## src/rtl/raytrace_pkg.sv

```systemverilog
// Shared types and constants for the ray-tracing front end.
// Latency: n/a (types and constants only).
// Backpressure: n/a.
package raytrace_pkg;

  typedef enum logic [1:0] {
    IDLE     = 2'd0,
    DISPATCH = 2'd1,
    DONE     = 2'd2
  } dispatch_state_t;

  localparam int DEF_SCREEN_W = 640;
  localparam int DEF_SCREEN_H = 480;
  localparam int MAX_CORES    = 4;

  // Active core count from the "extra cores" request, clamped to the slots we have.
  function automatic logic [2:0] clamp_active(input logic [2:0] extra);
    return (extra > 3'(MAX_CORES - 1)) ? 3'(MAX_CORES) : (extra + 3'd1);
  endfunction

endpackage

```

## src/rtl/raster_counter.sv

```systemverilog
// Raster-order x/y coordinate counter with frame-end flag.
// Latency: coordinate updates one cycle after advance; last is combinational from the count.
// Backpressure: holds whenever advance is low.
module raster_counter #(
  parameter int W  = 640,
  parameter int H  = 480,
  parameter int XW = $clog2(W),
  parameter int YW = $clog2(H)
) (
  input  logic          aclk,
  input  logic          aresetn,
  input  logic          advance,
  input  logic          clear,
  output logic [XW-1:0] x,
  output logic [YW-1:0] y,
  output logic          last
);

  localparam logic [XW-1:0] X_MAX = XW'(W - 1);
  localparam logic [YW-1:0] Y_MAX = YW'(H - 1);

  // Step through the frame one pixel per advance, wrapping x into y and y back to 0.
  always_ff @(posedge aclk) begin
    if (!aresetn || clear) begin
      x <= '0;
      y <= '0;
    end else if (advance) begin
      if (x == X_MAX) begin
        x <= '0;
        y <= (y == Y_MAX) ? '0 : (y + YW'(1));
      end else begin
        x <= x + XW'(1);
      end
    end
  end

  assign last = (x == X_MAX) && (y == Y_MAX);

endmodule

```

## src/rtl/pixel_dispatcher.sv

```systemverilog
// Walks the frame in raster order and offers each pixel to cores in strict round robin.
// Latency: first coordinate offered the cycle after start; one pixel per cycle when ready.
// Backpressure: coordinate and core index hold while the addressed core is not ready.
// Optional stall counter output enabled by PIXEL_DISPATCHER_STALL_CNT_EN.
module pixel_dispatcher
  import raytrace_pkg::*;
#(
  parameter int SCREEN_W = DEF_SCREEN_W,
  parameter int SCREEN_H = DEF_SCREEN_H,
  parameter int XW       = $clog2(SCREEN_W),
  parameter int YW       = $clog2(SCREEN_H)
) (
  input  logic                 aclk,
  input  logic                 aresetn,
  input  logic                 start,
  input  logic [2:0]           no_of_extra_cores,
  input  logic [MAX_CORES-1:0] core_ready,
  output logic [MAX_CORES-1:0] core_valid,
  output logic [XW-1:0]        out_x,
  output logic [YW-1:0]        out_y,
  output logic                 sof,
  output logic                 busy,
  output logic                 frame_done
`ifdef PIXEL_DISPATCHER_STALL_CNT_EN
  ,
  output logic [31:0]          stall_cycles
`endif
);

  dispatch_state_t state_q, state_d;
  logic [2:0] n_active;
  logic [1:0] next_core;
  logic       accept_start;
  logic       xfer;
  logic       last;

  raster_counter #(
    .W (SCREEN_W),
    .H (SCREEN_H),
    .XW(XW),
    .YW(YW)
  ) u_raster (
    .aclk   (aclk),
    .aresetn(aresetn),
    .advance(xfer),
    .clear  (accept_start),
    .x      (out_x),
    .y      (out_y),
    .last   (last)
  );

  // State register.
  always_ff @(posedge aclk) begin
    if (!aresetn) state_q <= IDLE;
    else          state_q <= state_d;
  end

  // Next state and outputs; offers depend only on registered state, never on core_ready.
  always_comb begin
    state_d      = state_q;
    core_valid   = '0;
    sof          = 1'b0;
    busy         = 1'b0;
    frame_done   = 1'b0;
    accept_start = 1'b0;
    xfer         = 1'b0;
    case (state_q)
      IDLE: begin
        if (start) begin
          accept_start = 1'b1;
          state_d      = DISPATCH;
        end
      end
      DISPATCH: begin
        busy                  = 1'b1;
        core_valid[next_core] = 1'b1;
        sof                   = (out_x == '0) && (out_y == '0);
        xfer                  = core_ready[next_core];
        if (xfer && last) state_d = DONE;
      end
      DONE: begin
        busy       = 1'b1;
        frame_done = 1'b1;
        state_d    = IDLE;
      end
      default: state_d = IDLE;
    endcase
  end

  // Round-robin pointer; core count is frozen for the frame when start is accepted.
  always_ff @(posedge aclk) begin
    if (!aresetn) begin
      n_active  <= 3'd1;
      next_core <= 2'd0;
    end else if (accept_start) begin
      n_active  <= clamp_active(no_of_extra_cores);
      next_core <= 2'd0;
    end else if (xfer) begin
      next_core <= ({1'b0, next_core} == (n_active - 3'd1)) ? 2'd0 : (next_core + 2'd1);
    end
  end

`ifdef PIXEL_DISPATCHER_STALL_CNT_EN
  // Count cycles the addressed core refused an offer; saturates rather than wrapping.
  always_ff @(posedge aclk) begin
    if (!aresetn || accept_start) begin
      stall_cycles <= '0;
    end else if ((state_q == DISPATCH) && !core_ready[next_core] &&
                 (stall_cycles != 32'hFFFF_FFFF)) begin
      stall_cycles <= stall_cycles + 32'd1;
    end
  end
`endif

endmodule
```

## config.mk

```make
export PLATFORM = sky130hd
export DESIGN_NAME = pixel_dispatcher
export DESIGN_NICKNAME = d
export VERILOG_FILES = /design/src/rtl/raytrace_pkg.sv /design/src/rtl/raster_counter.sv /design/src/rtl/pixel_dispatcher.sv
export SDC_FILE = /design/constraint.sdc
export NUM_CORES = 1
export LEC_CHECK = 0
export BUFFER_PORTS_ARGS = -buffer_cell sky130_fd_sc_hd__buf_2
export CAP_MARGIN = 20
export CORE_UTILIZATION = 35
export CTS_CLUSTER_SIZE = 12
export DETAILED_ROUTE_END_ITERATION = 10
export GPL_ROUTABILITY_DRIVEN = 1
export GPL_TIMING_DRIVEN = 0
export PLACE_DENSITY = 0.55
export SYNTH_ARGS = -nofsm -noshare
export SYNTH_HDL_FRONTEND = slang
export SYNTH_SLANG_ARGS = --single-unit
export TNS_END_PERCENT = 30
```

## constraint.sdc

```tcl
create_clock -name aclk -period 3.4 [get_ports aclk]
set_input_delay 0.68 -clock aclk [delete_from_list [all_inputs] [get_ports aclk]]
set_output_delay 0.68 -clock aclk [all_outputs]
set_load 0.02 [all_outputs]
```

==> metrics.md, run 1 <==
| Metric | Value |
|---|---|
| Synth warn | 0 |
| CTS H-tree depth | 1 |
| Largest net degree at the start of global routing | 15 |
| Number of global-route vias before repair | about 1200 |
| Crit path largest cell delay | about 340 ps |
| Iter 0 DRT Violations | 32 |
| Max IR drop VDD | about 0.15 mV |
| Overflow after GRT | 0 |
| Initial core utilization | 37.7% |
| Clock tree root driver cell | clkbuf_8 |
| Seq/Total Area, Yosys | about a third |
| Post-DR vias/cell | between 5 and 6 |
| Post-DP HPWL | 2680 um |
| Most frequent cell after synthesis | dfxtp_1 |
| Worst EP arrival | roughly 1800 ps |
| Routed wire length | 3520 um |
| Syn Area/Cell | around 8.4 sq um |
| Tmin final | 2470 ps |
| Row count | 23 |
| Count of different cell masters after synthesis | 39 |
| # setup viols final | 0 |
| Setup TNS | 0 ps |
| Fin. Hold Viols | 0 |
| Worst R2R Start | next_core[0] |
| Relative slew slack | between 70% and 80% |
| DR pass1 iterations | 4 |
| Chip Width | 68.8 um |
| Share of post-route cells with drive strength above 1 | 20.5% |
| Data required time of the critical path | ~2700 ps |
| Worst Skew | around 7 ps |
| CTS tree | built |
| Maximum fanout along the worst path | 10 |
| Synth area leader | dfxtp_1 |
| Num ports | 36 |
| Setup bufs post-CTS | 0 |
| Cts hold-fix bufs | 0 |
| Nets | 250 |
| Number of buffers created by CTS | 3 |
| Synth area leaders | dfxtp_1, ha_1, xor2_1 |
| I/O Buffers | 35 |
| Crit path from | state_q[1] |
| HP Class | reg -> reg |
| Top_reg_cell synth | dfxtp_1 |
| Clock latency on the worst-skew pair | 280 ps |
| Top cell type's share of synthesized area | 33.3% |
| Die area | 4740 sq um |
| HP Start | u_raster.y[3] |
| # fillers | 455 |
| Clock buffer depth | 2 |
| Total of max-cap violations | 0 |
| Post-synth EDFFs | 0 |
| Total GRT Usage | between 10% and 20% |
| Final ANT Viol Nets | 0 |
| First-pass GRT wire length | about 6000 um |
| Startpoint class of the critical path | flop |
| Area of the mapped netlist | 1560 sq um |
| Crit. End Element | output port |
| Status | finished, final reports clean |
| Seq cells post-synth | 26 |
| Antenna diodes | 0 |
| Total core area | roughly 4100 sq um |
| Ratio of final minimum period to clock period | between 70% and 80% |
| CTS sink count | 26 |
| Slowest-stage cell, CP | dfxtp_1 |
| Worst-path clk slew | roughly 90 ps |
| Top post-synthesis cells by count | dfxtp_1, nor2_1, ha_1 |
| Initial antenna violation count | 0 |
| Async SR Flop Fraction | 0% |
| Number of remaining DRC errors | 0 |
| P_leak | between 0.8 and 0.9 nW |
| Area grow syn2layout | 18.7% |
| Via count | 1372 |
| Cell family with most CP delay | buffers and inverters |
| Gpl congestion | between 0.8 and 0.9 |
| Pwr/cell area | approximately 340 nW/um^2 |
| WS Path Type | reg -> out |
| Cells after synthesis | 185 |
| WL per Instance | 12.8 um |
| Maximum clock rate | roughly 0.4 GHz |
| Net Count, Synth | 210 |
| Post-CTS Resized | 0 |
| Worst-Margin Slew | approximately 380 ps |
| Pins over their slew limit | 0 |
| RSZ-0062 raised after global routing | false |
| Cell chain of the critical path | inv_1, ha_1, clkbuf_1, nand3b_1, nor4_1, buf_2 |
| Total power | 0.627 mW |
| Die Span Y | approximately 69 um |
| Worst path buffer plus inverter count | 3 |
kinds of logic after synthesis:
family          count (synthesis)  synth area share [%]
xor+xnor                       14                  7.85
buf+inv                        18                  4.80
simple gates                   85                  30.0
flops                          26                  33.3
fa+ha+maj                      15                  12.0
mux                             3                  2.80
compound gates                 24                  9.21
report_power, final:
part	switching (mW)	internal, mW	leakage (nW)
registers	0.00644	0.312	0.210
clock network	0.105	0.104	0.0288
logic	0.0619	0.0388	0.591
cell usage in the layout, fill, tap and decap left out, types with 2 or more instances in the layout:
master     n
clkbuf_1   3
a21oi_1    7
o21ai_0    7
nor2b_1    4
and2_1     7
and4_1     2
nand4_1    7
nor2_1    23
and3_1     4
dfxtp_1   26
nand3_1    7
xnor2_1    3
inv_1     14
a22oi_1    2
nand2_1   13
xor2_1    11
clkbuf_8   4
a31oi_1    2
nor3_1     2
buf_2     35
ha_1      15
nand3b_1   2
nor4_1     4
a21boi_0   3
sequential cells by signal, summed over array words and instances, names as in the netlist:
| register | cells |
|---|---|
| n_active | 3 |
| next_core | 2 |
| state_q | 2 |
| u_raster.x | 10 |
| u_raster.y | 9 |
worst register-to-register path, cell delays in order (launching register included):
cell,delay (ps)
dfxtp_1,470
mux4_2,610
and3_1,210
buf_6,140
and4_2,250
nand3_1,90
mux2_2,330
layout make-up:
cell class              instances  area (sq um)  area share [%]
plain buffers                   4          22.5            1.21
well taps                      50          62.6            3.37
multi-input cells             141           967            52.1
repair buffers                 35           175            9.44
flip-flops and latches         26           520            28.1
clock buffers                   4          55.1            2.97
inverters                      14          52.6            2.83
final timing paths:
kind | cells after the start | slack (ps) | end
worst max register to register | 6 | 1210 | u_raster.y[5]
worst min register to register | 2 | 530 | u_raster.y[3]
worst max-delay path | 6 | 930 | sof
worst min-delay path | 2 | 530 | u_raster.y[3]
routing by layer:
metal / GRT usage [%] / routed length (um) / vias to the layer above / part of all wire [%]
li1: - / - / 721 / -
met1: 23.2 / 1760 / 625 / 50
met2: 27.3 / 1620 / 22 / 46
met3: 2.47 / 82 / 4 / 2.3
met4: 7.65 / 53 / 0 / 1.5
met5: 0 / 0 / - / 0
per-stage QoR:
step	utilization, %	setup WS (ps)	area [sq um]	std cells	hold slack, ps
2_1_floorplan	-	1150	1560	185	472
3_3_place_gp	43.4	945	1800	270	501
3_5_place_dp	43.4	944	1800	270	521
4_1_cts	44.8	898	1860	274	533
5_1_grt	44.8	688	1860	274	562
6_report	44.8	932	1860	274	525
No activity file was read; power rests on OpenSTA's default activity.
==> run 2: changes to the inputs <==
==> constraint.sdc (replaced) <==
create_clock -name aclk -period 2.53 [get_ports aclk]
set_input_delay 0.506 -clock aclk [delete_from_list [all_inputs] [get_ports aclk]]
set_output_delay 0.506 -clock aclk [all_outputs]
set_load 0.02 [all_outputs]
==> run 2 against run 1 <==
Worst setup slack got worse by 660 ps. Global-route usage stayed put. Combinational power increased by 35%. Design area barely moved. Die area did not move. Largest cell class unchanged. Hold slack got worse by 24 ps. Cell count stayed put. Sequential cell count is the same. Sequential power increased by 35%. Non-clock buffer count did not move.
==> metrics.md, run 2 (synthesized netlist as in run 1, its figures left out) <==
| Metric | Value |
|---|---|
| Clock buffer depth | 2 (unchanged) |
| Max FFs per register | 10 (unchanged) |
| Max IR drop VDD | 0.197 mV (+34%) |
| Global routing usage on met2 | 27.3% (unchanged) |
| Chip Width | 68.8 um (unchanged) |
| Pwr/cell area | 454 nW/um^2 (+34%) |
| Biggest regs | u_raster.x (10), u_raster.y (9), n_active (3) |
| Die Span Y | 68.8 um (unchanged) |
| Worst EP arrival | 1750 ps (-40 ps) |
| Placed cell count | 270 (unchanged) |
| Gr busiest metal | met2 |
| Die area | 4740 sq um (unchanged) |
| Fin. Hold Viols | 0 (unchanged) |
| Crit. End Element | output port |
| Via count | 1374 (+0.15%) |
| Status | finished, final reports clean |
| Overflow after GRT | 0 (unchanged) |
| Tmin final | 2260 ps |
| Crit path from | u_raster.y[0] |
| Number of remaining DRC errors | 0 (unchanged) |
| Worst-Margin Slew | 375 ps (-7.40 ps) |
| Final ANT Viol Nets | 0 (unchanged) |
| Data required time of the critical path | 2020 ps (-700 ps) |
| Share of post-route cells with drive strength above 1 | 21.0% (+0.45 points) |
| I/O Buffers | 35 (unchanged) |
| # setup viols final | 0 (unchanged) |
| Worst Skew | 7.17 ps (+0.00641 ps) |
| Antenna diodes | 0 (unchanged) |
| Most frequent cells in the layout | buf_2, dfxtp_1, nor2_1, ha_1, inv_1 |
| Reg2Reg Depth | 6 (unchanged) |
| Setup WS pre-CTS | 248 ps (-696 ps) |
| First-pass GRT wire length | 5940 um (unchanged) |
| Reg-to-reg slack, setup | 340 ps (-870 ps) |
| Critical Path End | sof |
| Number of buffers created by CTS | 3 (unchanged) |
| HP Class | in -> reg |
| Routed wire length | 3510 um (about the same) |
| DR pass1 iterations | 4 (unchanged) |
| Largest net degree at the start of global routing | 15 (unchanged) |
| CTS tree | built |
| Area grow syn2layout | 18.8% (about the same) |
| Relative slew slack | 74.7% (+0.50 points) |
| Total placed instance area | 1800 sq um (unchanged) |
| Most common cell after layout, fill and taps aside | buf_2 |
| Routing usage on met1 | 23.2% (unchanged) |
| Post-DR vias/cell | 5.01 (+0.15%) |
| Gpl congestion | 0.807 (unchanged) |
| Met3 Use GR | 2.47% (unchanged) |
| Fin area | 1860 sq um (about the same) |
| CTS sink count | 26 (unchanged) |
| WS Path Type | reg -> out |
| Worst R2R Start | next_core[0] |
| Initial core utilization | 37.7% (unchanged) |
| Worst r2r dst | u_raster.y[5] |
| Post-DP HPWL | 2680 um (unchanged) |
| Worst-path clk slew | 100 ps (about the same) |
| HP Start | aresetn |
| Setup bufs post-CTS | 0 (unchanged) |
| PnR worst setup slack | 275 ps (-657 ps) |
| Clock tree root driver cell | clkbuf_8 |
| WL per Instance | 12.8 um (about the same) |
| Largest Register | u_raster.x |
| Initial antenna violation count | 0 (unchanged) |
| Startpoint class of the critical path | flop |
| Total GRT Usage | 17.3% (unchanged) |
| Number of global-route vias before repair | 1246 (unchanged) |
| P_leak | 0.834 nW (+0.39%) |
| CTS H-tree depth | 1 (unchanged) |
| Total core area | 4140 sq um (unchanged) |
| Maximum clock rate | 0.443 GHz |
| Non-Filler Instances | 274 (unchanged) |
| Pins over their slew limit | 0 (unchanged) |
| Ratio of final minimum period to clock period | slightly below 90% |
| Setup TNS | 0 ps (unchanged) |
| Clock latency on the worst-skew pair | 280 ps (about the same) |
| Row count | 23 (unchanged) |
| Nets | 250 (unchanged) |
| Total of max-cap violations | 0 (unchanged) |
| Cts hold-fix bufs | 0 (unchanged) |
| Maximum fanout along the worst path | 7 (-3) |
| Iter 0 DRT Violations | 32 (unchanged) |
| Num ports | 36 (unchanged) |
| RSZ-0062 raised after global routing | false |
[run 2: cell counts in the layout (fill, tap and decap cells not counted)]
Identical to the previous run, type by type.
[run 2: routing by layer]
| layer | routed length [um] | up-vias |
|---|---|---|
| li1 | - | 721 |
| met1 | 1760 | 627 |
| met2 | 1620 | 22 |
| met3 | 82 | 4 |
| met4 | 53 | 0 |
| met5 | 0 | - |
[run 2: layout make-up]
type / instances / area, sq um
buffer: 4 / 23.8
tap: 50 / 62.6
fill: 454 / 2290
sequential: 26 / 520
timing repair buffer: 35 / 175
inverter: 14 / 52.6
multi-input combinational: 141 / 967
clock buffer: 4 / 55.1
[run 2: report_power, final]
| group | internal, mW | switching [mW] |
|---|---|---|
| Combinational | 0.0529 | 0.0832 |
| Clock | 0.139 | 0.141 |
| Sequential | 0.419 | 0.00865 |
| Total | 0.611 | 0.232 |
[run 2: worst max-delay path, cell delays in order, from the launching register on]
cell     delay (ps)
dfxtp_1         380
inv_1            90
ha_1            160
nand2_1          50
nor3_1          150
nand3_1         100
nor4_1          300
buf_2           230
[run 2: worst min-delay path by stage]
stage	cells after the start	endpoint	slack [ps]
3_3_place_gp	2	state_q[1]	500
4_1_cts	2	n_active[0]	510
5_1_grt	3	n_active[2]	510
3_5_place_dp	2	u_raster.y[3]	520
6_report	2	n_active[0]	500
2_1_floorplan	2	state_q[1]	470
[run 2: metrics by stage]
stage / util (%) / total power, mW / hold slack [ps]
3_5_place_dp: 43.4 / 0.576 / 521
4_1_cts: 44.8 / 0.858 / 512
3_3_place_gp: 43.4 / 0.576 / 501
2_1_floorplan: - / 0.534 / 472
6_report: 44.8 / 0.844 / 501
5_1_grt: 44.8 / 0.895 / 512
[run 2: timing repair]
item / 4_1_cts / 5_1_grt
endpoints found under the setup margin: 0 / 1
hold endpoints to repair: 0 / 0
resized for setup: 0 / 2
==> run 3: changes to the inputs <==
--- a/config.mk
+++ b/config.mk
@@ -13,6 +13,7 @@
 export GPL_ROUTABILITY_DRIVEN = 1
 export GPL_TIMING_DRIVEN = 0
 export PLACE_DENSITY = 0.55
+export REMOVE_ABC_BUFFERS = 1
 export SYNTH_ARGS = -nofsm -noshare
 export SYNTH_HDL_FRONTEND = slang
 export SYNTH_SLANG_ARGS = --single-unit
==> run 3 against run 2 <==
Count of clock-buffer cells in the layout shrank 1. Worst setup slack gained 18 ps. Sequential cell count is the same. Utilization shrank 0.91 points. Clock power shrank 16%. Hold slack lost 11 ps. Global-route usage shrank 1.0 points. Critical path type is now reg -> reg. Maximum frequency grew 0.79%. Largest cell class unchanged.
==> metrics.md, run 3 (synthesized netlist as in run 1, its figures left out) <==
| Metric | Value |
|---|---|
| Status | finished, final reports clean |
| Num ports | 36 (unchanged) |
| First-pass GRT wire length | 5680 um (-4.4%) |
| Ratio of final minimum period to clock period | 88.4% (-0.70 points) |
| CTS tree | built |
| Worst EP arrival | 2400 ps (+650 ps) |
| Die area | 4740 sq um (unchanged) |
| Clock tree root driver cell | clkbuf_8 |
| Total power | 0.800 mW (-5.1%) |
| HP Class | in -> reg |
| Nets | 246 (-1.6%) |
| Crit. End Element | flop |
| # setup viols final | 0 (unchanged) |
| CTS sink count | 26 (unchanged) |
| Largest net degree at the start of global routing | 14 (-1) |
| Total GRT Usage | 16.3% (-1.0 points) |
| Row count | 23 (unchanged) |
| Cts hold-fix bufs | 0 (unchanged) |
| Fin area | 1820 sq um (-2.0%) |
| Initial core utilization | 37.7% (unchanged) |
| DR pass1 iterations | 4 (unchanged) |
| Post-CTS Resized | 0 (unchanged) |
| Most common cell after layout, fill and taps aside | buf_2 |
| Worst-Margin Slew | 412 ps (+36.6 ps) |
| Tmin final | 2240 ps (-17.6 ps) |
| Maximum fanout along the worst path | 10 (+3) |
| Largest Register | u_raster.x |
| Cell chain of the critical path | mux4_2, and3_1, and4_2, nand3_1, mux2_2 |
| RSZ-0062 raised after global routing | false |
| I/O Buffers | 35 (unchanged) |
| Die Span Y | 68.8 um (unchanged) |
| Slowest-stage cell, CP | mux4_2 |
| Biggest regs | u_raster.x (10), u_raster.y (9), n_active (3) |
| Placed cell count | 266 (-1.5%) |
| Post-DR vias/cell | 5.07 (+1.2%) |
| WS Path Type | reg -> reg |
| Post-DP HPWL | 2660 um (-0.81%) |
| Initial antenna violation count | 0 (unchanged) |
| Worst-path clk slew | 90 ps (about the same) |
| Data required time of the critical path | 2700 ps (+680 ps) |
| Number of remaining DRC errors | 0 (unchanged) |
| Setup bufs post-CTS | 0 (unchanged) |
| Total core area | 4140 sq um (unchanged) |
| Area grow syn2layout | 16.4% |
| Crit path largest cell delay | 620 ps (+240 ps) |
| Routed wire length | 3590 um (+2.2%) |
| Most frequent cells in the layout | buf_2, dfxtp_1, nor2_1, ha_1, inv_1 |
| Startpoint class of the critical path | flop |
| Pwr/cell area | 440 nW/um^2 (-3.2%) |
| CTS H-tree depth | 1 (unchanged) |
| Iter 0 DRT Violations | 38 (+19%) |
| Max IR drop VDD | 0.276 mV (+40%) |
| Chip Width | 68.8 um (unchanged) |
| Number of buffers created by CTS | 3 (unchanged) |
| Total of max-cap violations | 0 (unchanged) |
| Pins over their slew limit | 0 (unchanged) |
| Number of global-route vias before repair | 1229 (-1.4%) |
| Fin. Hold Viols | 0 (unchanged) |
| Gpl congestion | 0.756 (-6.3%) |
| Relative slew slack | 72.2% (-2.5 points) |
| Via count | 1365 (-0.66%) |
| Total placed instance area | 1780 sq um (-1.3%) |
| Max FFs per register | 10 (unchanged) |
| Maximum clock rate | 0.447 GHz (+0.79%) |
| Clock buffer depth | 2 (unchanged) |
| Final ANT Viol Nets | 0 (unchanged) |
| Non-Filler Instances | 269 (-1.8%) |
| Worst Skew | 1.43 ps (-5.74 ps) |
| Clock latency on the worst-skew pair | 270 ps (about the same) |
| Setup TNS | 0 ps (unchanged) |
| WL per Instance | 13.3 um (+4.1%) |
| Antenna diodes | 0 (unchanged) |
| Share of post-route cells with drive strength above 1 | 20.1% (-0.89 points) |
| Overflow after GRT | 0 (unchanged) |
| P_leak | 0.814 nW (-2.4%) |
[run 3: cell types whose count changed in the layout (fill, tap and decap cells not counted), sizes merged]
cell,change
buf,-1
clkbuf,-4
[run 3: report_power, final]
part | total [mW] | switching (mW) | leakage (nW) | internal, mW
registers | 0.428 | 0.00900 | 0.210 | 0.419
logic | 0.136 | 0.0843 | 0.582 | 0.0517
clock network | 0.236 | 0.130 | 0.0216 | 0.107
total | 0.800 | 0.223 | 0.814 | 0.577
[run 3: per-layer routing]
| layer | track usage [%] | up-vias | routed length (um) |
|---|---|---|---|
| met4 | 3.83 | 0 | 23 |
| met3 | 3.45 | 2 | 113 |
| met2 | 26.5 | 27 | 1610 |
| li1 | - | 709 | - |
| met5 | 0 | - | 0 |
| met1 | 21.9 | 627 | 1840 |
[run 3: critical path: cells and delay by family, from the launching register on]
family / cells / cell delay (ps)
and+or+nand+nor: 3 / 720
DFF: 1 / 470
muxes: 2 / 940
[run 3: final cells by class]
| type | instances | area [sq um] |
|---|---|---|
| repair buffers | 35 | 175 |
| clock buffers | 3 | 41.3 |
| fillers | 445 | 2320 |
| well taps | 50 | 62.6 |
| flip-flops and latches | 26 | 520 |
| multi-input cells | 141 | 967 |
| inverters | 14 | 52.6 |
[run 3: per-stage QoR]
stage | setup WS (ps) | util, % | hold slack, ps
2_1_floorplan | 452 | - | 472
3_3_place_gp | 232 | 42.9 | 498
3_5_place_dp | 223 | 42.9 | 506
5_1_grt | 197 | 43.9 | 506
6_report | 293 | 43.9 | 490
4_1_cts | 296 | 43.9 | 488
[run 3: final timing paths]
path                              startpoint       endpoint  slack (ps)  depth (start not counted)
worst max-delay path            next_core[0]  u_raster.y[5]         290                          5
worst min-delay path                 aresetn    n_active[0]         490                          2
worst max register to register  next_core[0]  u_raster.y[5]         290                          5
worst min register to register    state_q[1]     state_q[1]         510                          2
